`src/rtl/change_dispenser_if.sv`:
```
// Handshake bundle between the vending controller side and the change dispenser.
interface change_dispenser_if;
  logic       load;
  logic [3:0] give;
  logic [7:0] change;
  logic [3:0] tube_empty;
  logic       product_ack;
  logic       coin_ack;
  logic       product_valid;
  logic [3:0] product_id;
  logic       coin_valid;
  logic [7:0] coin_value;
  logic [7:0] coins_paid;
  logic       busy;
  logic       done;
  logic       fault;
  logic [7:0] shortfall;

  modport master (
    output load, give, change, tube_empty, product_ack, coin_ack,
    input  product_valid, product_id, coin_valid, coin_value, coins_paid,
           busy, done, fault, shortfall
  );

  modport slave (
    input  load, give, change, tube_empty, product_ack, coin_ack,
    output product_valid, product_id, coin_valid, coin_value, coins_paid,
           busy, done, fault, shortfall
  );
endinterface

```
`src/rtl/change_dispenser.sv`:
```
// Releases the purchased product, then pays change greedily (50/10/5/1) one coin
// per handshake, skipping empty tubes and flagging a fault when change cannot be paid.
module change_dispenser (
  input  logic               clk,
  input  logic               reset,
  change_dispenser_if.slave  bus
);

  typedef enum logic [2:0] {IDLE, PROD, SEL, COIN, DONE, FAULT} state_e;

  state_e     state_q, state_d;
  logic [3:0] product_id_q, product_id_d;
  logic [7:0] remaining_q, remaining_d;
  logic [7:0] coin_value_q, coin_value_d;
  logic [7:0] coins_paid_q, coins_paid_d;
  logic [7:0] shortfall_q, shortfall_d;
  logic       fault_q, fault_d;
  logic       product_valid_q, product_valid_d;
  logic       coin_valid_q, coin_valid_d;
  logic       busy_q, busy_d;
  logic       done_q, done_d;
  logic [7:0] pick;

  // Largest coin that fits the remaining amount and has a non-empty tube; 0 if none.
  function automatic logic [7:0] pick_coin(input logic [7:0] rem, input logic [3:0] empty);
    if (!empty[3] && rem >= 8'd50) return 8'd50;
    if (!empty[2] && rem >= 8'd10) return 8'd10;
    if (!empty[1] && rem >= 8'd5)  return 8'd5;
    if (!empty[0] && rem >= 8'd1)  return 8'd1;
    return 8'd0;
  endfunction

  assign pick = pick_coin(remaining_q, bus.tube_empty);

  always_comb begin
    state_d      = state_q;
    product_id_d = product_id_q;
    remaining_d  = remaining_q;
    coin_value_d = coin_value_q;
    coins_paid_d = coins_paid_q;
    shortfall_d  = shortfall_q;
    fault_d      = fault_q;
    case (state_q)
      IDLE, FAULT: begin
        if (bus.load) begin
          product_id_d = bus.give;
          remaining_d  = bus.change;
          coins_paid_d = 8'd0;
          fault_d      = 1'b0;
          shortfall_d  = 8'd0;
          state_d      = (bus.give != 4'd0) ? PROD : SEL;
        end
      end
      PROD: if (bus.product_ack) state_d = SEL;
      SEL: begin
        if (remaining_q == 8'd0) begin
          state_d = DONE;
        end else if (pick != 8'd0) begin
          coin_value_d = pick;
          state_d      = COIN;
        end else begin
          fault_d     = 1'b1;
          shortfall_d = remaining_q;
          state_d     = FAULT;
        end
      end
      COIN: begin
        if (bus.coin_ack) begin
          remaining_d = remaining_q - coin_value_q;
          if (coins_paid_q != 8'hFF) coins_paid_d = coins_paid_q + 8'd1;
          state_d = SEL;
        end
      end
      DONE:    state_d = IDLE;
      default: state_d = IDLE;
    endcase
    // Handshake/status outputs are registered from the next state so they align with it.
    product_valid_d = (state_d == PROD);
    coin_valid_d    = (state_d == COIN);
    busy_d          = (state_d inside {PROD, SEL, COIN, DONE});
    done_d          = (state_d == DONE);
  end

  always_ff @(posedge clk) begin
    if (!reset) begin
      state_q         <= IDLE;
      product_id_q    <= 4'd0;
      remaining_q     <= 8'd0;
      coin_value_q    <= 8'd0;
      coins_paid_q    <= 8'd0;
      shortfall_q     <= 8'd0;
      fault_q         <= 1'b0;
      product_valid_q <= 1'b0;
      coin_valid_q    <= 1'b0;
      busy_q          <= 1'b0;
      done_q          <= 1'b0;
    end else begin
      state_q         <= state_d;
      product_id_q    <= product_id_d;
      remaining_q     <= remaining_d;
      coin_value_q    <= coin_value_d;
      coins_paid_q    <= coins_paid_d;
      shortfall_q     <= shortfall_d;
      fault_q         <= fault_d;
      product_valid_q <= product_valid_d;
      coin_valid_q    <= coin_valid_d;
      busy_q          <= busy_d;
      done_q          <= done_d;
    end
  end

  assign bus.product_valid = product_valid_q;
  assign bus.product_id    = product_id_q;
  assign bus.coin_valid    = coin_valid_q;
  assign bus.coin_value    = coin_value_q;
  assign bus.coins_paid    = coins_paid_q;
  assign bus.busy          = busy_q;
  assign bus.done          = done_q;
  assign bus.fault         = fault_q;
  assign bus.shortfall     = shortfall_q;

endmodule

```
`src/flat_wrapper.sv`:
```
// flat-port wrapper written by rule: the top's interface ports become plain ports
module change_dispenser_flat 
  (clk, reset, bus_load, bus_give, bus_change, bus_tube_empty, bus_product_ack, bus_coin_ack, bus_product_valid, bus_product_id, bus_coin_valid, bus_coin_value, bus_coins_paid, bus_busy, bus_done, bus_fault, bus_shortfall);
  change_dispenser_if bus_i ();
  input  logic clk;
  input  logic reset;
  input wire logic [$bits(bus_i.load)-1:0] bus_load;
  input wire logic [$bits(bus_i.give)-1:0] bus_give;
  input wire logic [$bits(bus_i.change)-1:0] bus_change;
  input wire logic [$bits(bus_i.tube_empty)-1:0] bus_tube_empty;
  input wire logic [$bits(bus_i.product_ack)-1:0] bus_product_ack;
  input wire logic [$bits(bus_i.coin_ack)-1:0] bus_coin_ack;
  output wire logic [$bits(bus_i.product_valid)-1:0] bus_product_valid;
  output wire logic [$bits(bus_i.product_id)-1:0] bus_product_id;
  output wire logic [$bits(bus_i.coin_valid)-1:0] bus_coin_valid;
  output wire logic [$bits(bus_i.coin_value)-1:0] bus_coin_value;
  output wire logic [$bits(bus_i.coins_paid)-1:0] bus_coins_paid;
  output wire logic [$bits(bus_i.busy)-1:0] bus_busy;
  output wire logic [$bits(bus_i.done)-1:0] bus_done;
  output wire logic [$bits(bus_i.fault)-1:0] bus_fault;
  output wire logic [$bits(bus_i.shortfall)-1:0] bus_shortfall;
  assign bus_i.load = bus_load;
  assign bus_i.give = bus_give;
  assign bus_i.change = bus_change;
  assign bus_i.tube_empty = bus_tube_empty;
  assign bus_i.product_ack = bus_product_ack;
  assign bus_i.coin_ack = bus_coin_ack;
  assign bus_product_valid = bus_i.product_valid;
  assign bus_product_id = bus_i.product_id;
  assign bus_coin_valid = bus_i.coin_valid;
  assign bus_coin_value = bus_i.coin_value;
  assign bus_coins_paid = bus_i.coins_paid;
  assign bus_busy = bus_i.busy;
  assign bus_done = bus_i.done;
  assign bus_fault = bus_i.fault;
  assign bus_shortfall = bus_i.shortfall;
  change_dispenser u_core (.clk(clk), .reset(reset), .bus(bus_i));
endmodule
```
`config.mk`:
```
export PLATFORM = sky130hd
export DESIGN_NAME = change_dispenser_flat
export DESIGN_NICKNAME = d
export VERILOG_FILES = /design/src/rtl/change_dispenser_if.sv /design/src/rtl/change_dispenser.sv /design/src/flat_wrapper.sv
export SDC_FILE = /design/constraint.sdc
export NUM_CORES = 1
export LEC_CHECK = 0
export CORE_MARGIN = 10
export CORE_UTILIZATION = 45
export DETAILED_ROUTE_END_ITERATION = 10
export HOLD_SLACK_MARGIN = 0.12
export PLACE_DENSITY = 0.76
export SYNTH_ARGS = -nofsm -noshare
export SYNTH_HDL_FRONTEND = slang
export SYNTH_SLANG_ARGS = --single-unit
```
`constraint.sdc`:
```
create_clock -name clk -period 1.9 [get_ports clk]
set_clock_uncertainty 0.15 [all_clocks]
set_input_delay 0.475 -clock clk [delete_from_list [all_inputs] [get_ports clk]]
set_output_delay 0.475 -clock clk [all_outputs]
set_load 0.1 [all_outputs]
```
==> flow_metrics.tcl, run 1 <==
set metrics [dict create \
    timing.fmax_mhz 475.9 \
    violations "setup timing" \
    layout_setup_ws_ns -0.2013 \
    cts_tree "built" \
    die_y_um 90.81 \
    via_per_inst 5.957 \
    worst_ep_arrival_time_ns 2.13 \
    critPathSlowestCell "dfxtp_2" \
    drive_gt1_frac 0.4290 \
    cp.required_ns 1.93 \
    antenna_found_initial 0 \
    fin_nets 401 \
    io-pin-count 54 \
    rows 25 \
    async_reset_ff_frac 0 \
    syn-instance-count 270 \
    area_delta_synth_final_pct 73.82 \
    timing.slew.headroom 0.5959 \
    cts_hold_buf 0 \
    powerDensity_nw_per_um2 712.5 \
    finalSetupTns_ns -2.077 \
    coreArea_um2 4786 \
    ir_drop_mv 0.5800 \
    path_clk_slew_ns 0.07 \
    crit_buf_inv 1 \
    dp_hpwl_um 5312 \
    drt_first_pass_iters 5 \
    synth_area_um2 2256 \
    final.min_clock_period_ns 2.101 \
    final_cell_mix "55 x buf_4, 31 x nand2_1, 31 x buf_12, 25 x nor2_1, 24 x dfxtp_1" \
    post_drt_wl_per_cell_um 19.18 \
    finalPower_mw 2.794 \
    hp-class "register to register" \
    drc 0 \
    synth.distinct_cells 55 \
    cts_made_buffers 5 \
    cp_top_family "compound AO/OA/AOI/OAI gates" \
    tightestPinTransition_ns 0.6049 \
    grt_max_degree 19 \
    path_cells "inv_2 -> ha_4 -> fa_2 -> nor2b_2 -> o31a_1 -> o21a_1 -> nor2_1 -> o311a_2" \
    rsz0062_at_grt "true" \
    numClockSinks 41 \
    htreeDepth 2 \
    finalCritPeriodShare 1.106 \
    drv_slew 0 \
    dpl_cell_area_um2 3573 \
    die_w_um 90.81 \
    grt_pass1_wl_um 12460 \
    setup_violations 21 \
    max_stage_delay_ns 0.36 \
    place.gp.congestion 0.8584 \
    crit_type "register to register" \
    synth_seq_cells 41 \
    drt-initial-drc-count 322 \
    final_common_cell "buf_4" \
    hold_violations 0 \
    end_kind "register" \
    seq_area_frac_synth 0.3638 \
    clk_latency_ns 0.30 \
    clockRootBuffer "clkbuf_8" \
    post_synth.cell_area_avg_um2 8.355 \
    clock_path_buffers 2 \
    grt_use_total 0.1806 \
    grt_pass1_vias 2574 \
    drt-total-wl_um 8441 \
    synth_top_flop_cell "dfxtp_1" \
    final_area_um2 3921 \
    synth-edff-count 0 \
    dieArea_um2 8246 \
    maxCapViolations 0 \
    overflow 0 \
    outcome "finished with violations" \
    portBuffers 51 \
    startpoint_type "register" \
    path_max_fanout 2 \
    yosysWarnings 0 \
    ant_nets 0 \
    leakagePower_nw 1.553 \
    start_util 0.4714 \
    vias 2621 \
    nFillCells 255 \
    antenna_cells 0 \
]
## synth_stat cells, types with 6 or more instances
cell      number  area [um2]
dfxtp_1       41       820.8
nand2_1       31       116.4
nor2_1        25       93.84
a21oi_1       23       115.1
nand3_1       15       75.07
clkbuf_1       9       33.78
mux2i_1        9       90.09
o21ai_0        9       45.04
a211oi_1       8       60.06
ha_1           7       87.58
inv_1          7       26.28
nor4_1         7       43.79
o21a_1         7       52.55
xnor2_1        7       61.31
nor2b_1        6       37.54
nor3_1         6       30.03
## repair_timing
action,in CTS,in global routing
setup endpoints to repair,35,32
buffers inserted,8,1
gates resized for setup,30,19
pin swaps,17,13
cloned,0,1
## metal layers
| layer | GRT usage | wire length (um) |
|---|---|---|
| met1 | 0.1890 | 3196 |
| met5 | 0 | 0 |
| met2 | 0.3233 | 4061 |
| met4 | 0.08486 | 476 |
| met3 | 0.05320 | 705 |
## path summary, 6_finish.rpt
| check | from | to | slack (ns) | depth (start not counted) |
|---|---|---|---|---|
| worst max-delay path | u_core.remaining_q[0] | u_core.remaining_q[6] | -0.20 | 8 |
| worst min-delay path | u_core.bus.product_id[2] | u_core.bus.product_id[2] | 0.34 | 2 |
| worst max register to register | u_core.remaining_q[0] | u_core.remaining_q[6] | -0.20 | 8 |
| worst min register to register | u_core.bus.product_id[2] | u_core.bus.product_id[2] | 0.34 | 2 |
## worst reg2reg max path, cell delays in order, from the launching register on
cell     delay (ns)
dfxtp_2        0.36
inv_2          0.05
ha_4           0.16
fa_2           0.36
nor2b_2        0.15
o31a_1         0.21
o21a_1         0.18
nor2_1         0.05
o311a_2        0.32
## cell families after synthesis
kind of cell	count (synthesis)	synth area share
multiplexers	9	0.03994
other	1	0.001662
AND/OR/NAND/NOR	108	0.2457
XOR/XNOR	7	0.02718
buffers and inverters	24	0.05269
AO/OA/AOI/OAI	72	0.2213
flip-flops	41	0.3638
adder cells (fa/ha/maj)	8	0.04770
## final cells by class
class                      count  area, um2  area share
sequential                    41      862.1      0.2198
inverter                       8      32.53    0.008296
clock inverter                 2      10.01    0.002553
multi-input combinational    206       1565      0.3992
tap                           67      83.83     0.02138
timing repair buffer         110       1295      0.3302
clock buffer                   6      72.57     0.01851
## flip-flops by register name (all words and copies together) (netlist names)
signal,flops
u_core.bus.busy,1
u_core.bus.coin_value,5
u_core.bus.done,1
u_core.bus.fault,1
u_core.remaining_q,8
u_core.bus.coin_valid,1
u_core.bus.product_valid,1
u_core.bus.product_id,4
u_core.state_q,3
u_core.bus.shortfall,8
u_core.bus.coins_paid,8
## where the power goes
group	internal, mW	switching [mW]	total (mW)
sequential	0.904	0.0568	0.961
combinational	0.572	0.709	1.28
clock	0.255	0.297	0.551
total	1.73	1.06	2.79
## per-stage QoR
step | setup WS [ns] | hold WS (ns) | instances | utilization
after global placement | -0.7064 | 0.3286 | 422 | 0.7467
after global routing | -0.2614 | 0.3766 | 440 | 0.8193
after CTS | -0.09478 | 0.3442 | 438 | 0.7966
final | -0.2013 | 0.3410 | 440 | 0.8193
after detailed placement | -0.7615 | 0.3335 | 422 | 0.7467
after floorplan | -0.2774 | 0.3280 | 271 | -
No activity file was read; power rests on OpenSTA's default activity.
==> run 2, diff against run 1 <==
--- a/config.mk
+++ b/config.mk
@@ -9,7 +9,9 @@
 export CORE_UTILIZATION = 45
 export DETAILED_ROUTE_END_ITERATION = 10
 export HOLD_SLACK_MARGIN = 0.12
-export PLACE_DENSITY = 0.76
+export PLACE_DENSITY_LB_ADDON = 0.15
+export RECOVER_POWER = 100
+export REMOVE_ABC_BUFFERS = 1
 export SYNTH_ARGS = -nofsm -noshare
 export SYNTH_HDL_FRONTEND = slang
 export SYNTH_SLANG_ARGS = --single-unit
==> run 2 against run 1 <==
  * The flow still finishes with violations (setup timing)
  * Sequential share of layout area rose by 1.2 points
  * Fmax rose by 2.4%
  * Core utilization fell by 6.4 points
  * Via count fell by 0.15%
  * Non-clock buffer count rose by 11
  * Critical endpoint is now u_core.remaining_q[5]
==> flow_metrics.tcl, run 2 (synthesis gave the netlist of run 1 again) <==
set metrics [dict create \
    outcome "finished with violations" \
    violations "setup timing" \
    coreArea_um2 4786 \
    cp.required_ns 1.97 \
    finalCritPeriodShare 1.080 \
    start_util 0.4714 \
    final_common_cell "buf_4" \
    drv_slew 0 \
    grt_pass1_wl_um 12520 \
    numClockSinks 41 \
    leakagePower_nw 1.511 \
    powerDensity_nw_per_um2 808.4 \
    wl_met1_um 3411 \
    ant_nets 0 \
    min_from "u_core.bus.product_id[0]" \
    nFillCells 303 \
    path_max_fanout 2 \
    path_clk_slew_ns 0.08 \
    drt_first_pass_iters 4 \
    rrSetupSlack_ns -0.15 \
    r2r_start "u_core.bus.coin_value[1]" \
    hp-class "register to register" \
    regArea_um2 837.1 \
    cts_tree "built" \
    clk_latency_ns 0.30 \
    rsz0062_at_grt "true" \
    timing.fmax_mhz 487.4 \
    dp_hpwl_um 5268 \
    grt_max_degree 13 \
    vias 2617 \
    post_drt_wl_per_cell_um 19.03 \
    clockRootBuffer "clkbuf_8" \
    crit_type "register to register" \
    die_w_um 90.81 \
    final.min_clock_period_ns 2.052 \
    layout_setup_ws_ns -0.1517 \
    grt_pass1_vias 2635 \
    met3_length_um 490 \
    worst-r2r-cell-count 7 \
    timing.slew.headroom 0.6280 \
    drt-total-wl_um 8564 \
    final_cell_mix "61 x buf_4, 31 x nand2_1, 30 x dfxtp_1, 24 x nor2_1, 20 x clkbuf_2" \
    drc 0 \
    timing.rr.end "u_core.remaining_q[5]" \
    dpl_cell_area_um2 3518 \
    overflow 0 \
    hold_violations 0 \
    final_area_um2 3615 \
    finalPower_mw 2.922 \
    setup_violations 21 \
    fin_nets 412 \
    io-pin-count 54 \
    drive_gt1_frac 0.4517 \
    portBuffers 51 \
    cts_made_buffers 5 \
    worst_ep_arrival_time_ns 2.12 \
    via_per_inst 5.816 \
    holdPathEnd "u_core.bus.product_id[0]" \
    tightestPinTransition_ns 0.5603 \
    die_y_um 90.81 \
    startpoint_type "register" \
    multi_input_area_um2 1633 \
    routed.top_layer "met4" \
    grt_use_total 0.1789 \
    maxCapViolations 0 \
    ir_drop_mv 0.5434 \
    dr_wl_met2_um 4363 \
    clock_path_buffers 2 \
    htreeDepth 2 \
    dieArea_um2 8246 \
    place.gp.congestion 0.9220 \
    hold_path_depth 2 \
    end_kind "register" \
    area_delta_synth_final_pct 60.23 \
    antenna_cells 0 \
    drt-initial-drc-count 199 \
    rows 25 \
    antenna_found_initial 0 \
]
run 2: changes by cell type in the layout (fill, tap and decap cells not counted), sizes merged:
cell and change:
bufinv +1, dlymetal6s2s -1, clkinv -1, buf -17, clkdlybuf4s50 +1, clkbuf +27
run 2: cell type report:
type | count | area share
tap | 67 | 0.02319
multi-input combinational | 206 | 0.4517
sequential | 41 | 0.2316
timing repair buffer | 121 | 0.2565
clock buffer | 5 | 0.01904
clock inverter | 2 | 0.009692
inverter | 8 | 0.008307
run 2: layer usage:
layer	GRT usage	vias to the layer above
met5	0	-
met4	0.06397	0
met3	0.04738	29
met2	0.3185	126
met1	0.1990	1265
li1	-	1197
run 2: stage by stage:
step	setup WS [ns]	cells	setup TNS [ns]	util	hold WS [ns]
5_1_grt	-0.2025	450	-3.378	0.7553	0.3409
3_5_place_dp	-0.7911	432	-20.10	0.7352	0.3378
4_1_cts	-0.1326	446	-0.9634	0.8139	0.3488
6_report	-0.1517	450	-1.441	0.7553	0.3068
3_3_place_gp	-0.7588	432	-18.57	0.7352	0.3281
2_1_floorplan	-1.382	255	-13.63	-	0.3280
run 2: worst max-delay path by stage:
stage	slack [ns]	depth (start not counted)	end	from
2_1_floorplan	-1.38	7	u_core.remaining_q[6]	u_core.bus.coin_value[4]
6_report	-0.15	7	u_core.remaining_q[5]	u_core.bus.coin_value[1]
3_5_place_dp	-0.79	6	u_core.bus.shortfall[6]	bus_tube_empty[0]
3_3_place_gp	-0.76	6	u_core.bus.shortfall[2]	bus_tube_empty[0]
5_1_grt	-0.20	7	u_core.remaining_q[5]	u_core.bus.coin_value[1]
4_1_cts	-0.13	8	u_core.remaining_q[6]	u_core.remaining_q[0]
run 2: worst max-delay path: stages (launching register included):
cell      delay (ns)
dfxtp_2         0.35
inv_2           0.06
ha_4            0.23
nor2b_4         0.13
o31a_1          0.32
o31ai_4         0.25
a21bo_2         0.26
a221oi_2        0.22
run 2: what timing repair did:
action,4_1_cts,5_1_grt
setup buffers,8,4
pin swaps,26,24
setup endpoints to repair,36,36
resized for setup,57,34
endpoints found under the hold margin,0,0
hold buffers,0,0
run 2: power breakdown:
| group | total, mW | internal (mW) | switching [mW] |
|---|---|---|---|
| Clock | 0.702 | 0.382 | 0.319 |
| Combinational | 1.26 | 0.538 | 0.723 |
| Sequential | 0.960 | 0.913 | 0.0474 |
| Total | 2.92 | 1.83 | 1.09 |
